### src/rtl/vote_tally_fsm.sv
// Sequential vote tally: counts ballots per candidate and scans for a winner.
// A tie at the maximum is resolved by a jury round restricted to the tied set.
module vote_tally_fsm #(
    parameter int unsigned NUM_CAND = 4,
    parameter int unsigned CAND_W   = 2,
    parameter int unsigned CNT_W    = 6,
    parameter int unsigned NUM_JURY = 4
) (
    input  logic              clk,
    input  logic              rst_n,
    input  logic              start,
    input  logic              vote_valid,
    input  logic [CAND_W-1:0] vote_id,
    output logic              vote_ready,
    input  logic              close,
    input  logic              jury_valid,
    input  logic [CAND_W-1:0] jury_id,
    output logic              jury_ready,
    output logic [CAND_W-1:0] winner,
    output logic [CNT_W-1:0]  winner_votes,
    output logic              result_valid,
    output logic              tie_break_used,
    output logic              unresolved,
    output logic              overflow,
    output logic              busy
);

    localparam int unsigned JW = 4;
    localparam logic [CAND_W-1:0] LAST = CAND_W'(NUM_CAND - 1);

    typedef enum logic [2:0] {
        S_IDLE, S_OPEN, S_SCAN, S_JURY, S_JSCAN, S_DONE
    } state_t;

    state_t              state_q, state_d;
    logic [CNT_W-1:0]    cnt_q [NUM_CAND];
    logic [CNT_W-1:0]    cnt_d [NUM_CAND];
    logic [JW-1:0]       jcnt_q [NUM_CAND];
    logic [JW-1:0]       jcnt_d [NUM_CAND];
    logic [CAND_W-1:0]   idx_q, idx_d;
    logic [CAND_W-1:0]   win_q, win_d;
    logic [CNT_W-1:0]    max_q, max_d;
    logic [NUM_CAND-1:0] mask_q, mask_d;
    logic [JW-1:0]       jmax_q, jmax_d;
    logic                jfound_q, jfound_d;
    logic                jtie_q, jtie_d;
    logic [JW-1:0]       jn_q, jn_d;
    logic [CAND_W-1:0]   winner_q, winner_d;
    logic [CNT_W-1:0]    winner_votes_q, winner_votes_d;
    logic                result_valid_q, result_valid_d;
    logic                tie_break_used_q, tie_break_used_d;
    logic                unresolved_q, unresolved_d;
    logic                overflow_q, overflow_d;
    logic                seen, multi;

    always_comb begin
        state_d          = state_q;
        cnt_d            = cnt_q;
        jcnt_d           = jcnt_q;
        idx_d            = idx_q;
        win_d            = win_q;
        max_d            = max_q;
        mask_d           = mask_q;
        jmax_d           = jmax_q;
        jfound_d         = jfound_q;
        jtie_d           = jtie_q;
        jn_d             = jn_q;
        winner_d         = winner_q;
        winner_votes_d   = winner_votes_q;
        result_valid_d   = result_valid_q;
        tie_break_used_d = tie_break_used_q;
        unresolved_d     = unresolved_q;
        overflow_d       = overflow_q;
        seen             = 1'b0;
        multi            = 1'b0;

        case (state_q)
            S_IDLE, S_DONE: begin
                if (start) begin
                    state_d = S_OPEN;
                    for (int unsigned i = 0; i < NUM_CAND; i++) begin
                        cnt_d[i]  = '0;
                        jcnt_d[i] = '0;
                    end
                    winner_d         = '0;
                    winner_votes_d   = '0;
                    result_valid_d   = 1'b0;
                    tie_break_used_d = 1'b0;
                    unresolved_d     = 1'b0;
                    overflow_d       = 1'b0;
                end
            end
            S_OPEN: begin
                if (vote_valid && (32'(vote_id) < NUM_CAND)) begin
                    if (cnt_q[vote_id] == '1) overflow_d = 1'b1;
                    else cnt_d[vote_id] = cnt_q[vote_id] + CNT_W'(1);
                end
                if (close) begin
                    state_d = S_SCAN;
                    idx_d   = '0;
                end
            end
            S_SCAN: begin
                // Index 0 seeds the running max, so an all-zero tally ties every candidate.
                if (idx_q == '0 || cnt_q[idx_q] > max_q) begin
                    max_d         = cnt_q[idx_q];
                    mask_d        = '0;
                    mask_d[idx_q] = 1'b1;
                    win_d         = idx_q;
                end else if (cnt_q[idx_q] == max_q) begin
                    mask_d[idx_q] = 1'b1;
                end
                idx_d = idx_q + CAND_W'(1);
                if (idx_q == LAST) begin
                    for (int unsigned i = 0; i < NUM_CAND; i++) begin
                        if (mask_d[i]) begin
                            if (seen) multi = 1'b1;
                            seen = 1'b1;
                        end
                    end
                    if (multi) begin
                        state_d = S_JURY;
                        jn_d    = '0;
                        for (int unsigned i = 0; i < NUM_CAND; i++) jcnt_d[i] = '0;
                    end else begin
                        state_d          = S_DONE;
                        winner_d         = win_d;
                        winner_votes_d   = max_d;
                        result_valid_d   = 1'b1;
                        tie_break_used_d = 1'b0;
                        unresolved_d     = 1'b0;
                    end
                end
            end
            S_JURY: begin
                if (jury_valid) begin
                    jn_d = jn_q + JW'(1);
                    if ((32'(jury_id) < NUM_CAND) && mask_q[jury_id])
                        jcnt_d[jury_id] = jcnt_q[jury_id] + JW'(1);
                    if (jn_q == JW'(NUM_JURY - 1)) begin
                        state_d  = S_JSCAN;
                        idx_d    = '0;
                        jfound_d = 1'b0;
                        jtie_d   = 1'b0;
                    end
                end
            end
            S_JSCAN: begin
                if (mask_q[idx_q]) begin
                    if (!jfound_q || jcnt_q[idx_q] > jmax_q) begin
                        jmax_d   = jcnt_q[idx_q];
                        win_d    = idx_q;
                        jfound_d = 1'b1;
                        jtie_d   = 1'b0;
                    end else if (jcnt_q[idx_q] == jmax_q) begin
                        jtie_d = 1'b1;
                    end
                end
                idx_d = idx_q + CAND_W'(1);
                if (idx_q == LAST) begin
                    state_d          = S_DONE;
                    winner_d         = win_d;
                    winner_votes_d   = cnt_q[win_d];
                    result_valid_d   = 1'b1;
                    tie_break_used_d = 1'b1;
                    unresolved_d     = jtie_d;
                end
            end
            default: state_d = S_IDLE;
        endcase
    end

    always_ff @(posedge clk or negedge rst_n) begin
        if (!rst_n) begin
            state_q <= S_IDLE;
            for (int unsigned i = 0; i < NUM_CAND; i++) begin
                cnt_q[i]  <= '0;
                jcnt_q[i] <= '0;
            end
            idx_q            <= '0;
            win_q            <= '0;
            max_q            <= '0;
            mask_q           <= '0;
            jmax_q           <= '0;
            jfound_q         <= 1'b0;
            jtie_q           <= 1'b0;
            jn_q             <= '0;
            winner_q         <= '0;
            winner_votes_q   <= '0;
            result_valid_q   <= 1'b0;
            tie_break_used_q <= 1'b0;
            unresolved_q     <= 1'b0;
            overflow_q       <= 1'b0;
        end else begin
            state_q          <= state_d;
            cnt_q            <= cnt_d;
            jcnt_q           <= jcnt_d;
            idx_q            <= idx_d;
            win_q            <= win_d;
            max_q            <= max_d;
            mask_q           <= mask_d;
            jmax_q           <= jmax_d;
            jfound_q         <= jfound_d;
            jtie_q           <= jtie_d;
            jn_q             <= jn_d;
            winner_q         <= winner_d;
            winner_votes_q   <= winner_votes_d;
            result_valid_q   <= result_valid_d;
            tie_break_used_q <= tie_break_used_d;
            unresolved_q     <= unresolved_d;
            overflow_q       <= overflow_d;
        end
    end

    assign vote_ready     = (state_q == S_OPEN);
    assign jury_ready     = (state_q == S_JURY);
    assign busy           = (state_q != S_IDLE) && (state_q != S_DONE);
    assign winner         = winner_q;
    assign winner_votes   = winner_votes_q;
    assign result_valid   = result_valid_q;
    assign tie_break_used = tie_break_used_q;
    assign unresolved     = unresolved_q;
    assign overflow       = overflow_q;

endmodule

### config.mk
export PLATFORM = sky130hd
export DESIGN_NAME = vote_tally_fsm
export DESIGN_NICKNAME = d
export VERILOG_FILES = /design/src/rtl/vote_tally_fsm.sv
export SDC_FILE = /design/constraint.sdc
export NUM_CORES = 1
export LEC_CHECK = 0
export CORE_ASPECT_RATIO = 1.5
export CORE_MARGIN = 4
export CORE_UTILIZATION = 50
export CTS_CLUSTER_DIAMETER = 60
export DETAILED_ROUTE_END_ITERATION = 16
export GPL_ROUTABILITY_DRIVEN = 0
export PLACE_DENSITY = 0.72
export SYNTH_ARGS = -nofsm -noshare
export SYNTH_HDL_FRONTEND = slang
export SYNTH_SLANG_ARGS = --single-unit
### constraint.sdc
create_clock -name clk -period 11.6 [get_ports clk]
set_input_delay 2.32 -clock clk [delete_from_list [all_inputs] [get_ports clk]]
set_output_delay 2.32 -clock clk [all_outputs]
set_load 0.05 [all_outputs]
==> out/results.ini, run 1 <==
[run_status]
outcome=finished, final reports clean

[floorplan]
ios=25
fp.dieH_um=130
dieArea_mm2=0.0117
fp-row-count=44
core_area_mm2=0.00974
start_util_pct=51.3
die_w_um=89.7

[logic_synthesis]
synth_compound_gate_area_share_pct=18.1
synth-async-reset-ratio_pct=100
synthCells=498
yosysWarnings=0
ys.flop_type=dfrtp_1
synth_area_per_cell_um2=10.0
synth.distinct_cells=63
synth_fa_ha_area_share_pct=4.25
synthMuxAreaShare_pct=17.1
yosys_register_bits=79
synth-simple-area-share_pct=15.5
synth_area_mm2=0.00500
synth-seq-area-share_pct=39.5
synth_top_family_by_area=compound AO/OA/AOI/OAI gates
synth_xor_area_share_pct=1.40
syn-num-nets=525
synth_edf_count=0

[worst_setup_path]
start_kind=input pin
path_max_fanout=16
critPathMaxStageDelay_ns=0.91
cp_cell_sequence=clkdlybuf4s50_1 -> mux4_1 -> ha_1 -> and2_1 -> and3_4 -> o311a_4 -> nor3_4 -> nand2_1 -> a32o_1
worstPathArrival_ns=5.73
path_depth=9
r2r_end=winner[1]
endpoint=cnt_q[5]
path_class=in -> reg
r2r_cells=11
cp_data_required_time_ns=11.83
crit_family=simple AND/OR/NAND/NOR gates
worstSetupEndpointType=flip-flop
crit_slowest_cell=clkdlybuf4s50_1
reg2reg_slack_ns=7.22
path_buf_inv=1
crit_path_start=vote_id[0]
r2r-start=idx_q[0]

[clock_network]
ctsResizeCount=0
htree_levels=3
root_buffer=clkbuf_16
cts_tree=yes
clock_latency_ns=0.34
clkTransAtPathRegs_ns=0.06
holdBufCountCts=0
postCtsSetupBuffers=0
cts_buffers=9
clock_sinks=79
cts_buffer_depth=2

[sta]
relSlewSlack_pct=31.5
slew_violations=0
setup_viol=0
setup_tns_ns=0
max_freq_mhz=182
min_period_ns=5.50
finalHoldViolCount=0
finalClockSkew_ns=0.00735
finalCritPeriodShare_pct=47.4
rsz0062_at_grt=false
fin_hold_ws_ns=0.483
tightest_slew_ns=1.03

[pwr]
power.switching_mw=0.491
power_frac_comb_pct=43.7
power.leakage_nw=2.61
p_seq_share_pct=31.6
pwr-share-clk_pct=24.6
swShare_pct=42.3
ir_drop_v=0.000108
power.internal_mw=0.670
p_per_area_mw_per_mm2=207
finalPower_mw=1.16

[global_route]
antenna_found_initial=0
grt_max_degree=80
grt_usage_pct=22.6
grt-ovfl-total=0
grtUsageMet2_pct=40.6
grt_pass1_vias=4139
grtUsageMet3_pct=4.20
grt_busiest_layer=met2
use_met1_pct=25.3
grt_pass1_wl_um=20300

[place]
dp_hpwl_um=8970
io_buffers=24

[final_layout]
n_fill_cell=818
diodes=0
drive_gt1_share_pct=10.6
multiInputGateArea_mm2=0.00282
fin_util_pct=57.5
layout.nets=540
area_growth_syn_to_layout_pct=12.1
regArea_mm2=0.00198

[detailed_routing]
drt_drc_violations_left=0
ant_nets=0
via_per_inst=6.30
drt-initial-drc-count=292
routedWlPerCell_um=19.4
wl_um=12300
vias=3980
drtPass1Iterations=5

[min_path]
hp-class=reg -> reg

[flow_run]
drv_cap=0

-- kinds of logic after synthesis --
kind of cell / Yosys count
compound gates: 128
xor+xnor: 8
fa+ha+maj: 17
buf+inv: 52
flops: 79
mux: 55
simple gates: 159
-- flip-flops by register name, indices dropped and copies added (netlist names) --
| name | cells |
|---|---|
| jtie_q | 1 |
| unresolved | 1 |
| state_q | 3 |
| win_q | 2 |
| mask_q | 4 |
| idx_q | 2 |
| jn_q | 4 |
| max_q | 6 |
| tie_break_used | 1 |
| cnt_q | 24 |
| jmax_q | 4 |
| overflow | 1 |
| winner | 2 |
| jcnt_q | 16 |
| winner_votes | 6 |
| result_valid | 1 |
| jfound_q | 1 |
-- layer usage --
layer | up-vias | part of all wire [%]
met1 | 1973 | 38
met5 | - | 0
li1 | 1873 | -
met4 | 0 | 3.4
met2 | 104 | 54
met3 | 30 | 4.2
-- worst min-delay path by stage --
stage               startpoint    endpoint  slack, ns  depth (start not counted)
detailed placement  unresolved  unresolved       0.47                          1
floorplan            jcnt_q[6]   jcnt_q[6]       0.46                          1
global placement    unresolved  unresolved       0.46                          1
finish              unresolved  unresolved       0.48                          1
CTS                 unresolved  unresolved       0.49                          1
global route         jcnt_q[5]   jcnt_q[5]       0.51                          1
-- metrics by stage --
step / worst slack (ns) / cell area (µm²) / cells
2_1_floorplan: 6.85 / 5000 / 498
3_3_place_gp: 5.89 / 5310 / 617
3_5_place_dp: 5.77 / 5310 / 617
4_1_cts: 6.12 / 5610 / 632
5_1_grt: 5.96 / 5610 / 632
6_report: 6.10 / 5610 / 632
-- synthesized netlist by cell type (all sizes together) (2+ instances only) --
master | instances | area, µm²
nand2 | 54 | 210
o41ai | 2 | 17.5
nor2b | 8 | 50.1
xor2 | 5 | 43.8
mux4 | 22 | 518
a22o | 14 | 123
clkbuf | 19 | 71.3
mux2 | 7 | 78.8
or3 | 2 | 12.5
o2bb2ai | 4 | 35.0
nor2 | 38 | 153
mux2i | 26 | 260
a21o | 22 | 165
a21oi | 15 | 75.1
xnor2 | 3 | 26.3
and3 | 3 | 23.8
a22oi | 2 | 15.0
nand4b | 2 | 17.5
a32o | 3 | 30.0
dfrtp | 79 | 1980
nor4 | 5 | 31.3
o22ai | 5 | 31.3
buf | 4 | 25.0
o21ai | 39 | 206
and2 | 4 | 25.0
inv | 28 | 105
a31oi | 4 | 40.0
nand2b | 10 | 62.6
ha | 17 | 213
or2 | 2 | 12.5
nand3 | 11 | 55.1
nor3 | 16 | 91.3
o31ai | 4 | 30.0
-- power by group through the flow --
stage	combinational, mW	sequential, mW	clock, mW
floorplan	0.374	0.365	0
global placement	0.492	0.368	0
detailed placement	0.504	0.371	0
CTS	0.507	0.366	0.290
global route	0.555	0.374	0.302
finish	0.508	0.367	0.286
-- layout make-up --
class / instances / share of cell area, %
multi-input cells: 367 / 50.3
flip-flops and latches: 79 / 35.3
well taps: 115 / 2.57
clock buffers: 11 / 4.33
inverters: 29 / 1.94
repair buffers: 27 / 4.64
clock inverters: 4 / 0.982
-- cell usage in the layout, fill, tap and decap left out, drive strengths merged, types with 15 or more instances in the layout --
cell type,instances
nor3,16
mux2i,26
nor2,38
nand2,54
o21ai,39
a21oi,15
inv,29
clkdlybuf4s50,23
mux4,22
a21o,22
ha,17
dfrtp,79
-- worst register-to-register path, delay by kind of cell, from the launching register on --
family          cells  cell delay [ns]
compound gates      5             1.52
mux                 2             0.96
simple gates        2             0.60
flops               1             0.51
fa+ha+maj           1             0.35
buf+inv             1             0.33
(Power assumes the default switching activity.)
==> inputs of run 2 (changes only) <==
Clock period 11.6 ns to 5.25 ns, I/O delays scaled along.
==> run 2 against run 1 <==
Effect of this change: critical path depth rose by 1; critical path type is now reg -> reg; sequential cell count is the same; largest power group unchanged; combinational power rose by 120%; highest routed layer unchanged; die area stayed put.
==> out/results.ini, run 2 (same netlist as run 1, synthesis figures left out) <==
[final_layout]
n_fill_cell=818
diodes=0
mostFrequentLayoutCells=dfrtp_1, nand2_1, nor2_1, o21ai_0, inv_1
drive_gt1_share_pct=11.0
largest_register_ffs=24
top_regs=cnt_q: 24 flops, jcnt_q: 16 flops
layout.nets=542
regArea_mm2=0.00198
top_register=cnt_q
multiInputGateArea_mm2=0.00282
area_growth_syn_to_layout_pct=12.3
final_common_cell=dfrtp_1

[sta]
finalClockSkew_ns=0.00834
fin_hold_ws_ns=0.486
slew_violations=0
tightest_slew_ns=0.991
setup_viol=0
setup_tns_ns=0
rsz0062_at_grt=false
relSlewSlack_pct=33.9
max_freq_mhz=237
finalHoldViolCount=0
min_period_ns=4.22
finalCritPeriodShare_pct=80.4

[detailed_routing]
ant_nets=0
drtPass1Iterations=5
wl_um=12400
routedWlPerCell_um=19.6
via_per_inst=6.32
vias=4011
drt_drc_violations_left=0
drt-initial-drc-count=365

[floorplan]
ios=25
start_util_pct=51.3
fp.dieH_um=130
fp-row-count=44
core_area_mm2=0.00974
die_w_um=89.7
dieArea_mm2=0.0117

[worst_setup_path]
start_kind=flip-flop
worstSetupEndpointType=flip-flop
path_class=reg -> reg
cp_data_required_time_ns=5.47
worstPathArrival_ns=4.44
path_max_fanout=11

[global_route]
grt-ovfl-total=0
grt_pass1_vias=4006
grt_usage_pct=22.8
grt_max_degree=80
grt_pass1_wl_um=20100
antenna_found_initial=0

[clock_network]
postCtsSetupBuffers=0
clock_latency_ns=0.35
clock_sinks=79
root_buffer=clkbuf_16
htree_levels=3
clkTransAtPathRegs_ns=0.06
ctsResizeCount=0
cts_buffers=9
cts_tree=yes
holdBufCountCts=0
cts_buffer_depth=2

[place]
dp_hpwl_um=9260
io_buffers=24

[run_status]
outcome=finished, final reports clean

[flow_run]
drv_cap=0

[pwr]
ir_drop_v=0.000293
p_per_area_mw_per_mm2=455
power.leakage_nw=2.62

[min_path]
hp-class=reg -> reg

-- run 2: cell count changes in the layout (fill, tap and decap cells not counted), sizes merged --
cell      before  now
clkinvlp       1    0
buf            4    6
clkinv         2    4
-- run 2: per-layer routing --
metal	global-route usage (%)	routed length (µm)	up-vias	share of wire [%]
met4	15.5	712	0	5.7
met2	39.9	6600	130	53
met1	24.8	4660	1954	38
met3	3.07	456	53	3.7
li1	-	-	1874	-
met5	0	0	-	0
-- run 2: metrics by stage --
stage / instances / power (mW) / setup slack [ns] / area [µm²] / util [%]
after floorplan: 498 / 1.63 / 1.31 / 5000 / -
after global placement: 619 / 1.91 / 0.995 / 5320 / 54.6
after detailed placement: 619 / 1.94 / 0.898 / 5320 / 54.6
after CTS: 635 / 2.57 / 1.05 / 5610 / 57.6
after global routing: 635 / 2.70 / 0.719 / 5610 / 57.6
final: 635 / 2.56 / 1.03 / 5610 / 57.6
-- run 2: worst paths after layout --
kind	startpoint	endpoint	slack (ns)	depth (start not counted)
worst min-delay path	unresolved	unresolved	0.49	1
max in group asynchronous	rst_n	cnt_q[3]	3.74	1
worst min register to register	unresolved	unresolved	0.49	1
worst max register to register	idx_q[0]	winner_votes[0]	1.03	10
worst max-delay path	idx_q[0]	winner_votes[0]	1.03	10
min in group asynchronous	rst_n	mask_q[1]	0.87	1
-- run 2: report_power, final --
| part | internal (mW) | switching (mW) | total (mW) |
|---|---|---|---|
| registers | 0.690 | 0.143 | 0.833 |
| clock network | 0.369 | 0.253 | 0.622 |
| logic | 0.417 | 0.684 | 1.10 |
| total | 1.48 | 1.08 | 2.56 |
-- run 2: area by class of cell --
cell class | count | area share (%)
sequential | 79 | 35.2
clock buffer | 11 | 4.15
clock inverter | 5 | 1.03
multi-input combinational | 367 | 50.2
inverter | 29 | 1.94
timing repair buffer | 29 | 4.90
tap | 115 | 2.56
-- run 2: worst max-delay path, stage by stage (launching register included) --
cell	delay, ns
dfrtp_1	0.76
mux4_2	0.62
ha_1	0.32
and3_1	0.16
o21ai_0	0.31
nand3_1	0.21
o41a_1	0.43
o31ai_1	0.34
and2b_1	0.33
a31oi_4	0.26
mux2_2	0.36
